$ cat src/rtl/kyber_pkg.sv
`default_nettype none
// ============================================================================
// Module : kyber_pkg
// Brief  : Shared Kyber constants and the round-robin next-index search.
// Rev    : 1.0 - initial release
// ============================================================================
package kyber_pkg;

    localparam int KYBER_Q = 3329;
    localparam int COEF_W  = 12;
    localparam int PROD_W  = 24;
    localparam int RR_MAX  = 4;

    // Returns {found, index}; the search starts at last+1 and wraps modulo nreq.
    // Iterating from the farthest offset down lets the nearest valid index win.
    function automatic logic [2:0] rr_next(
        input logic [3:0] valid,
        input logic [1:0] last,
        input logic [2:0] nreq
    );
        logic [2:0] res;
        logic [2:0] idx;
        res = '0;
        for (int k = RR_MAX; k >= 1; k--) begin
            idx = {1'b0, last} + 3'(k);
            if (idx >= nreq) begin
                idx = idx - nreq;
            end
            if ((k <= int'(nreq)) && valid[idx[1:0]]) begin
                res = {1'b1, idx[1:0]};
            end
        end
        return res;
    endfunction

endpackage
`default_nettype wire

$ cat src/rtl/mul.sv
`default_nettype none
// ============================================================================
// Module : mul
// Brief  : Combinational 12x12 -> 24 unsigned multiplier, fabric only.
// Rev    : 1.0 - initial release
// ============================================================================
(* use_dsp = "no" *)
module mul
    import kyber_pkg::*;
(
    input  logic [COEF_W-1:0] a,
    input  logic [COEF_W-1:0] b,
    output logic [PROD_W-1:0] p
);

    assign p = PROD_W'(a) * PROD_W'(b);

endmodule
`default_nettype wire

$ cat src/rtl/mul_share_arb.sv
`default_nettype none
// ============================================================================
// Module : mul_share_arb
// Brief  : Round-robin arbiter sharing one multiplier across NREQ requesters
//          through a fixed-latency, non-stalling pipeline.
// Rev    : 1.0 - initial release
// ============================================================================
module mul_share_arb
    import kyber_pkg::*;
#(
    parameter int NREQ = 2,
    parameter int LAT  = 2,
    parameter int TAGW = 8
) (
    input  logic                   clk,
    input  logic                   rst_n,
    input  logic                   en,
    input  logic [NREQ-1:0]        req_valid,
    output logic [NREQ-1:0]        req_ready,
    input  logic [NREQ*COEF_W-1:0] req_a,
    input  logic [NREQ*COEF_W-1:0] req_b,
    input  logic [NREQ*TAGW-1:0]   req_tag,
    output logic [NREQ-1:0]        rsp_valid,
    output logic [PROD_W-1:0]      rsp_data,
    output logic [TAGW-1:0]        rsp_tag,
    output logic                   busy
);

    localparam logic [1:0] c_last_rst = 2'(NREQ - 1);

    logic [3:0]        w_valid4;
    logic [2:0]        w_pick;
    logic              w_hs;
    logic [NREQ-1:0]   w_grant;
    logic [COEF_W-1:0] w_a;
    logic [COEF_W-1:0] w_b;
    logic [TAGW-1:0]   w_tag;
    logic [PROD_W-1:0] w_prod;

    logic [1:0]        r_last;
    logic              r_v0;
    logic [NREQ-1:0]   r_oh0;
    logic [COEF_W-1:0] r_a0;
    logic [COEF_W-1:0] r_b0;
    logic [TAGW-1:0]   r_tag0;

    logic [LAT-1:1]    r_v;
    logic [NREQ-1:0]   r_oh   [1:LAT-1];
    logic [PROD_W-1:0] r_data [1:LAT-1];
    logic [TAGW-1:0]   r_tag  [1:LAT-1];

    always_comb begin
        w_valid4             = '0;
        w_valid4[NREQ-1:0]   = req_valid & {NREQ{en}};
    end

    assign w_pick = rr_next(w_valid4, r_last, 3'(NREQ));
    assign w_hs   = w_pick[2];

    always_comb begin
        w_grant = '0;
        w_a     = '0;
        w_b     = '0;
        w_tag   = '0;
        for (int i = 0; i < NREQ; i++) begin
            if (w_hs && (w_pick[1:0] == 2'(i))) begin
                w_grant[i] = 1'b1;
                w_a        = req_a[i*COEF_W +: COEF_W];
                w_b        = req_b[i*COEF_W +: COEF_W];
                w_tag      = req_tag[i*TAGW +: TAGW];
            end
        end
    end

    assign req_ready = w_grant;

    // Operands are captured only on a handshake; otherwise only the valid drops.
    always_ff @(posedge clk or negedge rst_n) begin
        if (!rst_n) begin
            r_last <= c_last_rst;
            r_v0   <= 1'b0;
            r_oh0  <= '0;
            r_a0   <= '0;
            r_b0   <= '0;
            r_tag0 <= '0;
        end else begin
            r_v0 <= w_hs;
            if (w_hs) begin
                r_last <= w_pick[1:0];
                r_oh0  <= w_grant;
                r_a0   <= w_a;
                r_b0   <= w_b;
                r_tag0 <= w_tag;
            end
        end
    end

    mul u_mul (
        .a (r_a0),
        .b (r_b0),
        .p (w_prod)
    );

    // Payload registers move only with a valid entry so the outputs hold when idle.
    always_ff @(posedge clk or negedge rst_n) begin
        if (!rst_n) begin
            r_v <= '0;
            for (int s = 1; s < LAT; s++) begin
                r_oh[s]   <= '0;
                r_data[s] <= '0;
                r_tag[s]  <= '0;
            end
        end else begin
            r_v[1] <= r_v0;
            if (r_v0) begin
                r_oh[1]   <= r_oh0;
                r_data[1] <= w_prod;
                r_tag[1]  <= r_tag0;
            end
            for (int s = 2; s < LAT; s++) begin
                r_v[s] <= r_v[s-1];
                if (r_v[s-1]) begin
                    r_oh[s]   <= r_oh[s-1];
                    r_data[s] <= r_data[s-1];
                    r_tag[s]  <= r_tag[s-1];
                end
            end
        end
    end

    assign rsp_valid = r_oh[LAT-1] & {NREQ{r_v[LAT-1]}};
    assign rsp_data  = r_data[LAT-1];
    assign rsp_tag   = r_tag[LAT-1];
    assign busy      = r_v0 | (|r_v);

endmodule
`default_nettype wire

$ cat config.mk
export PLATFORM = sky130hd
export DESIGN_NAME = mul_share_arb
export DESIGN_NICKNAME = d
export VERILOG_FILES = /design/src/rtl/kyber_pkg.sv /design/src/rtl/mul.sv /design/src/rtl/mul_share_arb.sv
export SDC_FILE = /design/constraint.sdc
export NUM_CORES = 1
export LEC_CHECK = 0
export CAP_MARGIN = 20
export CORE_AREA = 2 2 137 139
export DETAILED_ROUTE_END_ITERATION = 10
export DIE_AREA = 0 0 139 141
export GPL_ROUTABILITY_DRIVEN = 1
export PLACE_DENSITY = 0.7
export SETUP_SLACK_MARGIN = 0.05
export SYNTH_ARGS = -nofsm -noshare
export SYNTH_HDL_FRONTEND = slang
export SYNTH_HIERARCHICAL = 1
export SYNTH_SLANG_ARGS = --single-unit
$ cat constraint.sdc
create_clock -name clk -period 9.6 [get_ports clk]
set_input_delay 1.44 -clock clk [delete_from_list [all_inputs] [get_ports clk]]
set_output_delay 1.44 -clock clk [all_outputs]
set_load 0.03 [all_outputs]
# Word level (Yosys, flattened, before mapping)
# Index checks and enable logic that the tools add are counted.
[totals] elab_cells=42 output_inout_bits=37 inputBits=69 reg_bits=72
[op_classes] magnitude_cmp=4 add_sub_neg=4 n_reduce_logical=3 bitwise=3 multipliers=1 n_mux=16 n_eq_ne=1
[op_table] operator="12-bit 2-to-1 mux" count=4
[op_table] operator="12-bit by 12-bit multiplier with 24-bit output" count=1
[op_table] operator="8-bit 2-to-1 mux" count=2
[op_table] operator="3-bit by 2-bit >= comparator with 1-bit output (second input constant)" count=2
[op_table] operator="2-bit by 3-bit less-than comparator with 1-bit output (second input constant)" count=2
[op_table] operator="3-bit 2-to-1 mux" count=2
[op_table] operator="2-bit AND" count=2
[op_table] operator="1-bit binary-select mux with 2-bit select" count=2
[op_table] operator="1-bit 2-to-1 mux" count=4
[op_table] operator="2-bit 2-to-1 mux" count=2
[op_table] operator="2-bit subtractor (second input constant)" count=2
[op_table] operator="2-bit by 1-bit adder with 3-bit output (second input constant)" count=1
[op_table] operator="2-bit by 2-bit adder with 3-bit output (second input constant)" count=1
[op_table] operator="2-bit by 1-bit equality test with 1-bit output (second input constant)" count=1
[op_table] operator="1-bit logical AND" count=2
[op_table] operator="2-bit zero test" count=1
[op_table] operator="1-bit bitwise OR" count=1

# Depth between registers and ports, before layout
# Gate-level depths: netlist of run 1.
[logic_depth] ltp_word=11 ltp_mapped=21

# Cells and area by module
# Netlist of run 1, hierarchy kept.
[modules_own_cells] mod="mul" cells_each=604 seq_area_each_um2=0.0 area_per_inst_um2=4887.2 n_inst=1
[modules_own_cells] mod="mul_share_arb" cells_each=240 seq_area_each_um2=1803.0 area_per_inst_um2=3076.7 n_inst=1

# Least setup slack after synthesis of run 1
# No wires, ideal clock.
[synth_timing] path_kind="reg-to-reg" from="register r_b0[3]" to="register r_data, in the netlist rsp_data[20]" period_less_slack_ns=5.144 path_stages_with_launch=22 setup_slack_ns=4.456 arrival_time_ns=5.020 path_buffers=2 cell_sequence="dfrtp_1 clkbuf_1 nand2_1 fa_1 inv_1 fa_1 inv_1 fa_1 inv_1 fa_1 inv_1 fa_1 inv_1 ha_1 buf_4 o21a_1 o211ai_1 a31oi_4 o21ai_2 a31oi_1 xor2_1 mux2_2"
[synth_via] elab_chain_len=1
[synth_rtl] element="start: declaration" line="mul_share_arb.sv:44" source="logic [COEF_W-1:0] r_b0;"
[synth_rtl] element="start signal: assignment" line="mul_share_arb.sv:92" source="r_b0 <= w_b;"
[synth_rtl] element="12-bit by 12-bit multiplier with 24-bit output" line="mul.sv:16" source="assign p = PROD_W'(a) * PROD_W'(b);"
[synth_rtl] element="named net w_prod[20]" line="mul_share_arb.sv:38" source="logic [PROD_W-1:0] w_prod;"
[synth_rtl] element="end signal: indexed assignment" line="mul_share_arb.sv:124" source="r_data[s] <= r_data[s-1];"
[synth_rtl] element="end: declaration" line="mul_share_arb.sv:49" source="logic [PROD_W-1:0] r_data [1:LAT-1];"
# The timed path passes the listed nets, and every way through them passes these cells.
# A chain may end at the register's enable or synchronous reset.

# Final worst setup path of run 1
[layout_timing] from="register r_a0[7]" to="register r_data, in the netlist rsp_data[17]"
[layout_via] elab_chain_len=1
[layout_rtl] element="start: declaration" line="mul_share_arb.sv:43" source="logic [COEF_W-1:0] r_a0;"
[layout_rtl] element="start signal: assignment" line="mul_share_arb.sv:91" source="r_a0 <= w_a;"
[layout_rtl] element="12-bit by 12-bit multiplier with 24-bit output" line="mul.sv:16"
[layout_rtl] element="named net w_prod[17]" line="mul_share_arb.sv:38"
# The timed path passes the listed nets, and every way through them passes these cells.

==> flow_metrics.env, run 1 <==
export IMPL_port_buffers=105
export IMPL_post_cts_resized=0
export IMPL_ys_types=55
export IMPL_layout_commonest_cell="inv_1"
export IMPL_top_usage_layer="met2"
export IMPL_io_pins=106
export IMPL_fin_crit_sh_pct=56.34
export IMPL_syn_nets=1075
export IMPL_use_met1_pct=27.16
export IMPL_report_final_slew_viol_count=0
export IMPL_numCtsBuffers=9
export IMPL_die_y_um=141
export IMPL_core_area_um2=18270
export IMPL_nFillCells=1673
export IMPL_grt_use_met3_pct=4.518
export IMPL_nets=1143
export IMPL_grt_pass1_wl_um=30470
export IMPL_rsz0062_at_grt="false"
export IMPL_critPathKind="reg -> reg"
export IMPL_netlist_instances=844
export IMPL_clock_latency_ns=0.35
export IMPL_ys_seq_area_share_pct=22.64
export IMPL_cts_tree="built"
export IMPL_clockBufferDepth=2
export IMPL_drt_iter0_drc=390
export IMPL_synthArstFlopShare_pct=100.0
export IMPL_track_usage_pct=19.08
export IMPL_synth_top_flop_cell="dfrtp_1"
export IMPL_viasPerCell=5.186
export IMPL_fmax_mhz=184.9
export IMPL_tightest_slew_ns=0.9421
export IMPL_critical_path_peak_fanout=13
export IMPL_setup_tns_final_ns=0
export IMPL_rrSetupSlack_ns=4.19
export IMPL_drc=0
export IMPL_finalSetupViolations=0
export IMPL_grt_max_degree=73
export IMPL_ys_warn_count=6
export IMPL_critPathMaxStageDelay_ns=0.58
export IMPL_cp_cell_sequence="nand2_1 -> fa_1 -> inv_1 -> fa_1 -> inv_1 -> fa_1 -> inv_1 -> fa_1 -> inv_1 -> fa_1 -> inv_1 -> ha_1 -> a21oi_1 -> nand2_1 -> nor4_2 -> o21bai_2 -> nor4b_1 -> a311oi_1 -> mux2_2"
export IMPL_antenna_found_initial=0
export IMPL_dp_cells=1135
export IMPL_grt_pass1_vias=6141
export IMPL_worstPathRequired_ns=9.83
export IMPL_syn_area_um2=7964
export IMPL_num_vias=5969
export IMPL_drive_above_1_share_pct=7.415
export IMPL_synth_edf_count=0
export IMPL_clock_skew_ns=0.008487
export IMPL_path_buf_inv=5
export IMPL_cp_start_kind="flop"
export IMPL_cts_setup_buffers=0
export IMPL_relSlewSlack_pct=37.19
export IMPL_postRouteAntennaNets=0
export IMPL_final_util_pct=51.58
export IMPL_hold_viol_final=0
export IMPL_root_buffer="clkbuf_16"
export IMPL_stdcell_count=1151
export IMPL_grt_overflow=0
export IMPL_syn_to_final_growth_pct=18.30
export IMPL_hp_class="reg -> reg"
export IMPL_cts_sinks=72
export IMPL_avgSynthCellArea_um2=9.436
export IMPL_crit_family="adder cells"
export IMPL_fp_dieArea_um2=19600
export IMPL_postCtsHoldBufs=0
export IMPL_use_met2_pct=29.69
export IMPL_cpMaxStageDelayCell="dfrtp_1"
export IMPL_synth_seq_cells=72
export IMPL_status="complete, no violations"
export IMPL_die_w_um=139
export IMPL_h_tree_depth=3
export IMPL_path_clk_slew_ns=0.07
export IMPL_critPathArrivalTime_ns=5.64
export IMPL_place_congestion=0.8685
export IMPL_max_cap_viol_count=0
export IMPL_final_cell_mix="inv_1 (143), nand2_1 (108), clkdlybuf4s50_1 (104), fa_1 (100), dfrtp_1 (71)"
export IMPL_start_util_pct=43.60
export IMPL_post_route_min_period_ns=5.409
export IMPL_antennaDiodeCount=0
export IMPL_crit_path_end_kind="flop"
export IMPL_rows=50
export IMPL_hpwl_um=13540
export IMPL_wirelength_um=17810
export IMPL_wl_per_cell_um=15.48
export IMPL_firstDrtPassIters=5
## cell type report
cell class | instances | area [um2] | share of cell area (%)
multi-input combinational | 575 | 5381 | 57.12
sequential | 72 | 1803 | 19.14
timing repair buffer | 109 | 1079 | 11.45
inverter | 145 | 544.3 | 5.777
tap | 234 | 292.8 | 3.108
clock buffer | 10 | 229.0 | 2.430
clock inverter | 6 | 92.59 | 0.9827
## cell usage after synthesis, types with 15 or more instances
cell,n,share of area [%]
a21oi_1,23,1.4
nand2_1,108,5.1
a31oi_1,18,1.4
and2_1,55,4.3
o21ai_0,21,1.3
fa_1,100,25
a221o_1,18,2.3
clkbuf_1,35,1.6
inv_1,143,6.7
nor2_1,15,0.71
mux2_2,34,4.8
nand3_1,17,1.1
and3_1,20,1.6
ha_1,62,9.7
dfrtp_1,71,22
## state kept, by name, indices dropped and copies added (netlist names)
name	flops
r_a0	12
r_oh	2
r_v0	1
r_tag0	8
r_b0	12
rsp_tag	8
r_last	2
r_oh0	2
r_v	1
rsp_data	24
## worst register-to-register path: cells and delay by family, from the launching register on
family                     cells  cell delay (ns)
DFF                            1             0.58
muxes                          1             0.28
buffers and inverters          5             0.25
and+or+nand+nor                4             0.75
adders and majority gates      6             2.96
AOI/OAI and AO/OA              3             0.45
## path summary, 6_finish.rpt
| kind | from | end | depth (start not counted) |
|---|---|---|---|
| worst min register to register | r_oh0[1] | r_oh0[1] | 1 |
| worst min-delay path | r_oh0[1] | r_oh0[1] | 1 |
| min in group asynchronous | rst_n | rsp_data[23] | 1 |
| max in group asynchronous | rst_n | r_v | 1 |
| worst max-delay path | r_a0[7] | rsp_data[17] | 19 |
| worst max register to register | r_a0[7] | rsp_data[17] | 19 |
## metrics by stage
stage | setup slack, ns | hold slack (ns) | area [um2]
2_1_floorplan | 4.456 | 0.3487 | 7964
3_3_place_gp | 4.310 | 0.4625 | 9100
3_5_place_dp | 4.239 | 0.4640 | 9100
4_1_cts | 4.217 | 0.4774 | 9422
5_1_grt | 3.946 | 0.5011 | 9422
6_report | 4.191 | 0.4788 | 9422
## cell families (layout without fill, tap and decap cells)
family | Yosys count | after routing | synth area share (%)
simple gates | 240 | 240 | 14.99
flops | 72 | 72 | 22.64
mux | 36 | 36 | 5.059
xor+xnor | 18 | 18 | 1.980
buf+inv | 197 | 270 | 9.788
compound gates | 119 | 119 | 10.67
fa+ha+maj | 162 | 162 | 34.88
## layer usage
layer / routed length, um / share of wire, %
met3: 1143 / 6.4
met1: 8690 / 49
met5: 0 / 0
met2: 7792 / 44
met4: 186 / 1.0
Power of run 1 is not shown: default switching activity piles up to over one toggle a cycle in this logic, so the estimate is an artifact.
==> run 2: changes to the inputs <==
==> constraint.sdc (replaced) <==
create_clock -name clk -period 5.2 [get_ports clk]
set_input_delay 0.78 -clock clk [delete_from_list [all_inputs] [get_ports clk]]
set_output_delay 0.78 -clock clk [all_outputs]
set_load 0.03 [all_outputs]
==> run 2 against run 1 <==
  * Core utilization up 3.2 points
  * Die area stayed put
  * Cell area rose by 6.3%
  * Critical path depth increased by 1
  * First-iteration DRC count shrank 18%
  * Sequential share of layout area is 0.93 points lower
  * Count of clock-buffer cells in the layout did not move
  * Register-to-register slack got worse by 4.0 ns
  * Worst hold slack better by 0.0014 ns
  * Wire length grew 4.4%
==> flow_metrics.env, run 2 (synthesized netlist as in run 1, its figures left out) <==
export IMPL_status="complete, no violations"
export IMPL_cts_sinks=72
export IMPL_cts_tree="built"
export IMPL_place_congestion=0.9193
export IMPL_grt_pass1_wl_um=30620
export IMPL_postRouteAntennaNets=0
export IMPL_die_w_um=139
export IMPL_syn_to_final_growth_pct=25.70
export IMPL_regArea_um2=1823
export IMPL_drc=0
export IMPL_post_route_min_period_ns=5.029
export IMPL_track_usage_pct=19.30
export IMPL_final_util_pct=54.80
export IMPL_num_vias=6158
export IMPL_multi_input_area_um2=5549
export IMPL_wirelength_um=18600
export IMPL_firstDrtPassIters=6
export IMPL_fin_crit_sh_pct=96.72
export IMPL_critPathKind="reg -> reg"
export IMPL_largest_reg_flops=24
export IMPL_hpwl_um=14130
export IMPL_report_final_slew_viol_count=0
export IMPL_setup_slack_ns=0.1705
export IMPL_critPathArrivalTime_ns=5.27
export IMPL_worstPathRequired_ns=5.44
export IMPL_core_area_um2=18270
export IMPL_grt_overflow=0
export IMPL_cpMaxStageDelayCell="fa_1"
export IMPL_relSlewSlack_pct=36.46
export IMPL_numCtsBuffers=9
export IMPL_path_clk_slew_ns=0.07
export IMPL_rsz0062_at_grt="true"
export IMPL_grt_pass1_vias=6241
export IMPL_root_buffer="clkbuf_16"
export IMPL_die_y_um=141
export IMPL_drive_above_1_share_pct=16.41
export IMPL_clock_skew_ns=0.006739
export IMPL_io_pins=106
export IMPL_clock_latency_ns=0.35
export IMPL_rows=50
export IMPL_grt_max_degree=73
export IMPL_viasPerCell=5.119
export IMPL_layout_commonest_cell="inv_1"
export IMPL_start_util_pct=43.60
export IMPL_hp_start="r_oh0[1]"
export IMPL_antenna_found_initial=0
export IMPL_hold_path_depth=1
export IMPL_clockBufferDepth=2
export IMPL_max_cap_viol_count=0
export IMPL_critical_path_peak_fanout=6
export IMPL_reg2reg_from="r_a0[5]"
export IMPL_fmax_mhz=198.8
export IMPL_critPathMaxStageDelay_ns=0.53
export IMPL_final_cell_mix="inv_1 (143), nand2_1 (107), clkdlybuf4s50_1 (104), fa_1 (98)"
export IMPL_rr_worst_depth=20
export IMPL_drt_iter0_drc=318
export IMPL_port_buffers=105
export IMPL_cp_start_kind="flop"
export IMPL_hp_class="reg -> reg"
export IMPL_crit_path_end_kind="flop"
export IMPL_cp_cell_sequence="buf_6 -> nand2_1 -> fa_1 -> inv_1 -> fa_1 -> inv_1 -> fa_1 -> inv_1 -> fa_1 -> inv_1 -> fa_1 -> inv_1 -> ha_4 -> a21oi_4 -> nand2_2 -> nor4_4 -> o21bai_4 -> nor4b_2 -> a311oi_1 -> mux2_2"
export IMPL_nets=1195
export IMPL_nFillCells=1643
export IMPL_dp_slack_ns=0.02727
export IMPL_wl_per_cell_um=15.46
export IMPL_finalSetupViolations=0
export IMPL_antennaDiodeCount=0
export IMPL_fp_dieArea_um2=19600
export IMPL_h_tree_depth=3
export IMPL_tightest_slew_ns=0.9531
export IMPL_cp_startpoint="r_a0[5]"
export IMPL_hold_viol_final=0
==> run 2: cell count changes in the layout (fill, tap and decap cells not counted), moves of 6 or more <==
cell	change
dfrtp_1	-16
buf_4	+49
dfrtp_2	+16
ha_1	-7
a21oi_1	-6
==> run 2: repair_timing <==
action | in CTS | in global routing
hold buffers | 0 | 0
buffers inserted | 0 | 19
gates resized for setup | 4 | 50
setup endpoints to repair | 5 | 12
pin swaps | 0 | 18
==> run 2: worst max-delay path: cells and delay by family, from the launching register on <==
family,cells,cell delay (ns)
buffers and inverters,6,0.40
and+or+nand+nor,4,0.77
adders and majority gates,6,2.73
AOI/OAI and AO/OA,3,0.34
DFF,1,0.41
muxes,1,0.27
==> run 2: area by class of cell <==
class / count / share of cell area, %
Multi-Input combinational cell: 575 / 55.43
Clock buffer: 10 / 2.287
Timing Repair Buffer: 161 / 14.79
Clock inverter: 6 / 0.9249
Sequential cell: 72 / 18.21
Tap cell: 234 / 2.925
Inverter: 145 / 5.437
==> run 2: metal layers <==
| metal | global-route usage (%) | share of wire [%] |
|---|---|---|
| met2 | 31.11 | 47 |
| met1 | 26.75 | 46 |
| met4 | 5.901 | 1.3 |
| met5 | 0 | 0 |
| met3 | 3.533 | 5.3 |
==> run 2: worst paths after layout <==
check	end	slack, ns
min	r_oh0[1]	0.48
min reg2reg	r_oh0[1]	0.48
max reg2reg	rsp_data[17]	0.17
max in group asynchronous	r_b0[9]	3.94
max	rsp_data[17]	0.17
min in group asynchronous	rsp_data[22]	0.56
==> run 2: stage by stage <==
step                      hold WS, ns   TNS, ns  std cells  instance area, um2
after floorplan                0.3487         0        844                7964
after global placement         0.4614         0       1168                9348
after detailed placement       0.4676         0       1168                9348
after CTS                      0.4817         0       1184                9677
after global routing           0.4990  -0.06109       1203               10010
final                          0.4802         0       1203               10010
Power of run 2 is left out for the same reason.
